<file path="config.mk">
export PLATFORM = sky130hd
export DESIGN_NAME = beep_scheduler
export DESIGN_NICKNAME = d
export VERILOG_FILES = /design/src/rtl/beep_scheduler.sv
export SDC_FILE = /design/constraint.sdc
export NUM_CORES = 1
export LEC_CHECK = 0
export CORE_MARGIN = 4
export CORE_UTILIZATION = 25
export DETAILED_ROUTE_END_ITERATION = 16
export DONT_BUFFER_PORTS = 1
export MAX_ROUTING_LAYER = met4
export SLEW_MARGIN = 20
export SYNTH_ARGS = -nofsm -noshare
export SYNTH_HDL_FRONTEND = slang
export SYNTH_SLANG_ARGS = --single-unit
</file>
<file path="constraint.sdc">
create_clock -name clk -period 2.9 [get_ports clk]
set_input_delay 0.29 -clock clk [delete_from_list [all_inputs] [get_ports clk]]
set_output_delay 0.29 -clock clk [all_outputs]
set_load 0.03 [all_outputs]
</file>
<file path="src/rtl/beep_scheduler.sv">
// beep_scheduler
//   Shares one beeper between NREQ requesters and plays multi-beep patterns.
//   Fixed priority (index 0 highest), non-preemptive. Trigger spacing is
//   enforced here because the beeper has no busy output and ignores BP_IN
//   while it runs its cycle.
//
// Ports
//   clk        system clock, rising edge
//   resetn     synchronous active-low reset; enters a PERIOD-long holdoff
//   req        level request per requester
//   req_cnt    beep count per requester, field i at [i*CW +: CW]
//   abort      cancel the running sequence
//   ack        one-hot, one-cycle acceptance pulse
//   busy       high in every state except IDLE
//   active_id  index of the last granted requester
//   done       one-cycle pulse on normal completion
//   bp_trig    one-cycle trigger to the beeper
module beep_scheduler #(
    parameter int NREQ   = 4,
    parameter int CW     = 4,
    parameter int PERIOD = 184321,
    parameter int GAP    = 1843200,
    parameter int TW     = 24,
    localparam int IDW   = (NREQ > 1) ? $clog2(NREQ) : 1
) (
    input  logic               clk,
    input  logic               resetn,
    input  logic [NREQ-1:0]    req,
    input  logic [NREQ*CW-1:0] req_cnt,
    input  logic               abort,
    output logic [NREQ-1:0]    ack,
    output logic               busy,
    output logic [IDW-1:0]     active_id,
    output logic               done,
    output logic               bp_trig
);

    localparam logic [TW-1:0] PERIOD_M1 = TW'(PERIOD - 1);
    localparam logic [TW-1:0] GAP_M1    = (GAP > 0) ? TW'(GAP - 1) : '0;
    localparam bit            HAS_GAP   = (GAP > 0);

    typedef enum logic [2:0] {
        HOLD,
        IDLE,
        WAIT_ON,
        WAIT_GAP,
        DONE
    } state_e;

    state_e            state, state_nx;
    logic [TW-1:0]     timer, timer_nx;
    logic [CW-1:0]     rem, rem_nx;
    logic              aborted, aborted_nx;
    logic [NREQ-1:0]   ack_nx;
    logic [IDW-1:0]    id_nx;
    logic              done_nx;
    logic              trig_nx;
    logic [IDW-1:0]    grant_idx;
    logic [CW-1:0]     grant_cnt;

    // Lowest set index wins.
    function automatic logic [IDW-1:0] first_set(input logic [NREQ-1:0] v);
        first_set = '0;
        for (int i = NREQ - 1; i >= 0; i--) begin
            if (v[i]) first_set = IDW'(i);
        end
    endfunction

    assign grant_idx = first_set(req);
    assign grant_cnt = req_cnt[grant_idx*CW +: CW];

    always_comb begin
        state_nx   = state;
        timer_nx   = timer;
        rem_nx     = rem;
        aborted_nx = aborted;
        ack_nx     = '0;
        id_nx      = active_id;
        done_nx    = 1'b0;
        trig_nx    = 1'b0;

        case (state)
            HOLD: begin
                if (timer == '0) state_nx = IDLE;
                else             timer_nx = timer - 1'b1;
            end

            IDLE: begin
                if (|req) begin
                    ack_nx[grant_idx] = 1'b1;
                    id_nx             = grant_idx;
                    rem_nx            = grant_cnt;
                    aborted_nx        = 1'b0;
                    if (grant_cnt != '0) begin
                        trig_nx  = 1'b1;
                        timer_nx = PERIOD_M1;
                        state_nx = WAIT_ON;
                    end else begin
                        state_nx = DONE;
                    end
                end
            end

            WAIT_ON: begin
                // An abort here must let the running beep period expire so
                // the next grant's trigger is not swallowed by the beeper.
                if (abort) begin
                    aborted_nx = 1'b1;
                    rem_nx     = CW'(1);
                end
                if (timer == '0) begin
                    if (abort || aborted) begin
                        state_nx = IDLE;
                    end else if (rem > CW'(1)) begin
                        rem_nx = rem - 1'b1;
                        if (HAS_GAP) begin
                            timer_nx = GAP_M1;
                            state_nx = WAIT_GAP;
                        end else begin
                            trig_nx  = 1'b1;
                            timer_nx = PERIOD_M1;
                        end
                    end else begin
                        done_nx  = 1'b1;
                        state_nx = DONE;
                    end
                end else begin
                    timer_nx = timer - 1'b1;
                end
            end

            WAIT_GAP: begin
                if (abort) begin
                    state_nx = IDLE;
                end else if (timer == '0) begin
                    trig_nx  = 1'b1;
                    timer_nx = PERIOD_M1;
                    state_nx = WAIT_ON;
                end else begin
                    timer_nx = timer - 1'b1;
                end
            end

            DONE: begin
                // Entered from WAIT_ON with done already set; a zero-count
                // grant arrives with done clear and emits it one cycle later.
                if (abort || done) state_nx = IDLE;
                else               done_nx  = 1'b1;
            end

            default: state_nx = IDLE;
        endcase
    end

    always_ff @(posedge clk) begin
        if (!resetn) begin
            state     <= HOLD;
            timer     <= PERIOD_M1;
            aborted   <= 1'b0;
            ack       <= '0;
            busy      <= 1'b1;
            active_id <= '0;
            done      <= 1'b0;
            bp_trig   <= 1'b0;
        end else begin
            state     <= state_nx;
            timer     <= timer_nx;
            aborted   <= aborted_nx;
            ack       <= ack_nx;
            busy      <= (state_nx != IDLE);
            active_id <= id_nx;
            done      <= done_nx;
            bp_trig   <= trig_nx;
        end
    end

    // Beep count is only meaningful after a grant, so it carries no reset.
    always_ff @(posedge clk) begin
        rem <= rem_nx;
    end

endmodule
</file>
Yosys cells after proc, flatten, opt, wreduce, memory -nomap -nowiden
Index checks and enable logic that the tools add are counted.
{"block": "classes", "add_sub_neg": 2, "bitwise": 0, "mux": 44, "n_lt_le_gt_ge": 3, "n_shift": 1, "n_div": 0, "eq_ne": 12, "n_reduce_logical": 14, "mul": 0}
{"cell": "24-bit 2-to-1 mux", "n": 8}
{"cell": "24-bit one-hot mux with 4 select lines", "n": 1}
{"cell": "3-bit 2-to-1 mux", "n": 9}
{"cell": "24-bit zero test", "n": 1}
{"cell": "24-bit by 1-bit subtractor with 24-bit output, second input constant", "n": 1}
{"cell": "4-bit 2-to-1 mux", "n": 5}
{"cell": "16-bit by 5-bit indexed part select with 4-bit output", "n": 1}
{"cell": "3-bit one-hot mux with 5 select lines", "n": 1}
{"cell": "1-bit 2-to-1 mux", "n": 11}
{"cell": "2-bit inequality test, second input constant", "n": 5}
{"cell": "2-bit 2-to-1 mux", "n": 4}
{"cell": "4-bit one-hot mux with 2 select lines", "n": 1}
{"cell": "4-bit nonzero test", "n": 2}
{"cell": "7-bit AND reduction", "n": 1}
{"cell": "3-bit by 2-bit equality test with 1-bit output, second input constant", "n": 2}
{"cell": "3-bit inequality test, second input constant", "n": 2}
{"cell": "1-bit one-hot mux with 2 select lines", "n": 3}
{"cell": "3-bit AND reduction", "n": 2}
{"cell": "4-bit by 1-bit greater-than comparator with 1-bit output, second input constant", "n": 1}
{"cell": "2-bit AND reduction", "n": 2}
{"cell": "4-bit OR reduction", "n": 1}
{"cell": "4-bit by 1-bit subtractor with 4-bit output, second input constant", "n": 1}
{"cell": "3-bit by 1-bit equality test with 1-bit output, second input constant", "n": 1}
{"cell": "3-bit equality test, second input constant", "n": 1}
{"cell": "other kinds (8)", "n": 9}
{"block": "word_totals", "output_inout_bits": 9, "ramBits": 0, "latchBits": 0, "mem_count": 0, "rom_bits": 0, "inputBits": 23, "ff_bits": 41}

Longest topological paths before layout
{"block": "depth", "depth_word": 10, "depth_mapped": 11}

Worst setup path after synthesis
Ideal clock, no wire load.
{"block": "synth_path", "path_kind": "register to register", "from": "register rem[0]", "to": "register timer[21]", "setup_ps": 70, "t_required_ps": 2830, "path_slack_ps": 412, "stages_incl_launch_ff": 11, "t_arrival_ps": 2418, "path_buffers": 1, "cell_sequence": "edfxtp_1 -> inv_1 -> ha_1 -> or2_2 -> a211oi_2 -> nand2_1 -> a221oi_1 -> o21ai_4 -> buf_6 -> nor4_1 -> o2bb2ai_1"}
{"block": "synth_via", "elab_chain_cells": 3}
{"item": "start: declaration", "line": "52", "source": "logic [CW-1:0] rem, rem_nx;"}
{"item": "start signal: assignment", "line": "179", "source": "rem <= rem_nx;"}
{"item": "4-bit by 1-bit greater-than comparator with 1-bit output", "line": "114", "source": "end else if (rem > CW'(1)) begin"}
{"item": "3-bit inequality test (no line)"}
{"item": "7-bit AND reduction (no line)"}
{"item": "end signal: assignment", "line": "167", "source": "timer <= timer_nx;"}
{"item": "end: declaration", "line": "51", "source": "logic [TW-1:0] timer, timer_nx;"}
Every way passes these cells.
A chain may end at the register's enable or synchronous reset.

Worst setup path after layout
{"block": "layout_path", "from": "register rem[0]", "to": "register timer[8]"}
Same word-level chain as after synthesis.

==> impl_metrics.yaml <==
grt:
  grt_pass1_wl_um: 11000
  track_usage: 0.117
  grt_max_degree: 42
  antenna_found_initial: 0
  grt-ovfl-total: 0
  grt_pass1_vias: 2321
outcome:
  status: "finished, final reports clean"
clocking:
  cts_setup_buffers: 0
  cts_root_buf: "clkbuf_8"
  cts_tree: "built"
  ctsHoldBuffers: 0
  cts_buffers: 5
  cts_max_level: 2
  clk_pin_slew_ns: 0.09
  cts.sinks: 41
  clock_latency_ns: 0.29
  cts_buffer_depth: 2
  post_cts_resized: 0
timing:
  timing.final.crit_share: 0.938
  max_slew_margin: 0.486
  finalWorstSetupSlack_ns: 0.181
  fmax_ghz: 0.368
  clock_skew_ns: 0.00927
  timing.final.crit_period_ns: 2.72
  maxSlewViolCount: 0
  finalHoldWorstSlack_ns: 0.0650
  setup_violations: 0
  worst_pin_slew_ns: 0.770
  fin_setup_tns_ns: 0
  rsz0062_at_grt: "no"
  hold_viol: 0
synth:
  syn-cell-area_mm2: 0.00255
  ys_types: 64
  yosys.area.top_type: "dfxtp_1"
  synth_top_area_share: 0.291
  synth_warnings: 0
  synth_nets: 351
  synthArstFlopShare: 0
  synth.most_common_cell: "nor2_1"
  synth_edf_count: 4
  synth_flop_cell: "dfxtp_1"
  yosysSeqAreaShare: 0.338
  yosys-top-cells-count: "49 x nor2_1, 37 x dfxtp_1, 29 x nand2_1, 25 x a21oi_1, 19 x o21ai_0"
  syn_avg_cell_area_um2: 7.87
  ys_ff_latch: 41
  synth_area_leaders: "dfxtp_1 29%, nor2_1 7.2%, a21oi_1 4.9%"
  syn_inst: 324
die:
  dieArea_mm2: 0.0119
  die_h_um: 109
  die_x_um: 109
  rows: 36
  io_pins: 32
  start_util: 0.258
  coreArea_mm2: 0.00986
route:
  drtAntennaViolNets: 0
  first_pass_iters: 4
  wirelength_um: 6800
  initialDrtViolationCount: 155
  num_vias: 2454
  post_drt_wl_per_cell_um: 14.9
  drc: 0
  vias_per_cell: 5.39
critical_path:
  r2r_setup_slack_ns: 0.18
  required_ns: 3.07
  worst_path_max_delay_cell: "a221oi_2"
  crit_buf_inv: 1
  critPathMaxStageDelay_ns: 0.51
  start_kind: "flop"
  path_depth: 9
  r2r-start: "rem[0]"
  arrival_ns: 2.89
  rr_worst_depth: 9
  cp_cell_sequence: "inv_1, ha_1, or2_2, a211oi_2, nand2_1, a221oi_2, o21ai_2, a21oi_1, o22ai_1"
  startpoint: "rem[0]"
  cp_max_fo: 17
  crit_type: "reg2reg"
  crit_family: "compound AO/OA/AOI/OAI gates"
  cp-endpoint: "timer[8]"
  rr_endpoint: "timer[8]"
  end_kind: "flop"
place:
  pre_cts_ws_ns: 0.161
  dp_hpwl_um: 4610
  place.gp.congestion: 0.830
  io_buffer_count: 0
power_and_ir_drop:
  total_power_w: 0.00142
  powerDensity_mw_per_mm2: 506
  leakagePower_nw: 0.983
  irDropWorstVdd_v: 0.000153
cells_and_area:
  area_delta_synth_final_pct: 10.5
  final_nets: 348
  drive_gt1_frac: 0.121
  diodes: 0
job:
  max_cap_violations: 0
worst_hold_path:
  hp-class: "in2reg"
## worst register-to-register path, stage by stage, from the launching register on
cell      delay, ns
edfxtp_1       0.38
inv_1          0.08
ha_1           0.22
or2_2          0.32
a211oi_2       0.28
nand2_1        0.11
a221oi_2       0.51
o21ai_2        0.37
a21oi_1        0.23
o22ai_1        0.10
## per-stage QoR
stage,cells,instance area [µm²],utilization
finish,455,2820,0.285
global route,455,2820,0.285
CTS,454,2800,0.284
detailed placement,446,2670,0.270
global placement,446,2670,0.270
floorplan,324,2550,-
## state kept, by name, indices dropped and copies added (netlist names)
| name | flops |
|---|---|
| busy | 1 |
| ack | 4 |
| timer | 24 |
| active_id | 2 |
| rem | 4 |
| state | 3 |
| bp_trig | 1 |
| done | 1 |
| aborted | 1 |
## where the power goes
part	switching (W)	internal (W)	total, W	leakage [nW]
Combinational	0.000129	0.0000964	0.000225	0.578
Clock	0.000207	0.000342	0.000549	0.0681
Sequential	0.0000431	0.000606	0.000649	0.337
Total	0.000379	0.00104	0.00142	0.983
## worst min path at each step
stage / from / end / slack (ns) / cells after the start
2_1_floorplan: req[1] / ack[1] / 0.44 / 2
3_3_place_gp: resetn / timer[14] / 0.36 / 1
3_5_place_dp: resetn / timer[14] / 0.36 / 1
4_1_cts: resetn / timer[14] / 0.06 / 1
5_1_grt: req[1] / ack[2] / 0.05 / 1
6_report: resetn / timer[14] / 0.06 / 1
## layout make-up
| type | instances | area [µm²] |
|---|---|---|
| Fill cell | 1041 | 7050 |
| Multi-Input combinational cell | 258 | 1580 |
| Sequential cell | 41 | 861 |
| Tap cell | 133 | 166 |
| Clock buffer | 5 | 68.8 |
| Clock inverter | 3 | 65.1 |
| Timing Repair Buffer | 6 | 45.0 |
| Inverter | 9 | 33.8 |
## cells in the final DEF, fill, tap and decap left out, types with 3 or more instances in the layout
cell type	n
nand2b_1	4
o21ai_0	19
o211ai_1	4
and2_1	3
nand2_1	29
buf_4	6
nor4_1	7
inv_1	9
o31ai_1	3
a31oi_1	7
o221a_2	4
edfxtp_1	4
clkbuf_8	5
ha_1	4
nor3_1	11
dfxtp_1	37
nor2_1	49
a21oi_1	25
nor4b_1	3
nand3_1	10
o21ai_1	3
nor2b_1	6
a211o_1	3
nor4_2	4
a21boi_1	4
or4_1	3
and3_1	3
## per-layer routing
metal  vias up  part of all wire  wire length [µm]  GRT usage
met5         -                 0                 0          -
met4         0             0.015                99     0.0361
met3        10             0.061               413     0.0278
met2        67              0.47              3210      0.189
met1      1179              0.45              3080      0.145
li1       1198                 -                 -          -
## logic make-up after synthesis
family,count (synthesis),synth area share
fa+ha+maj,4,0.0196
simple gates,148,0.303
xor+xnor,1,0.00344
flops,41,0.338
mux,1,0.00442
compound gates,103,0.281
buf+inv,26,0.0501
Note: power is estimated with default switching activity, not from simulation.
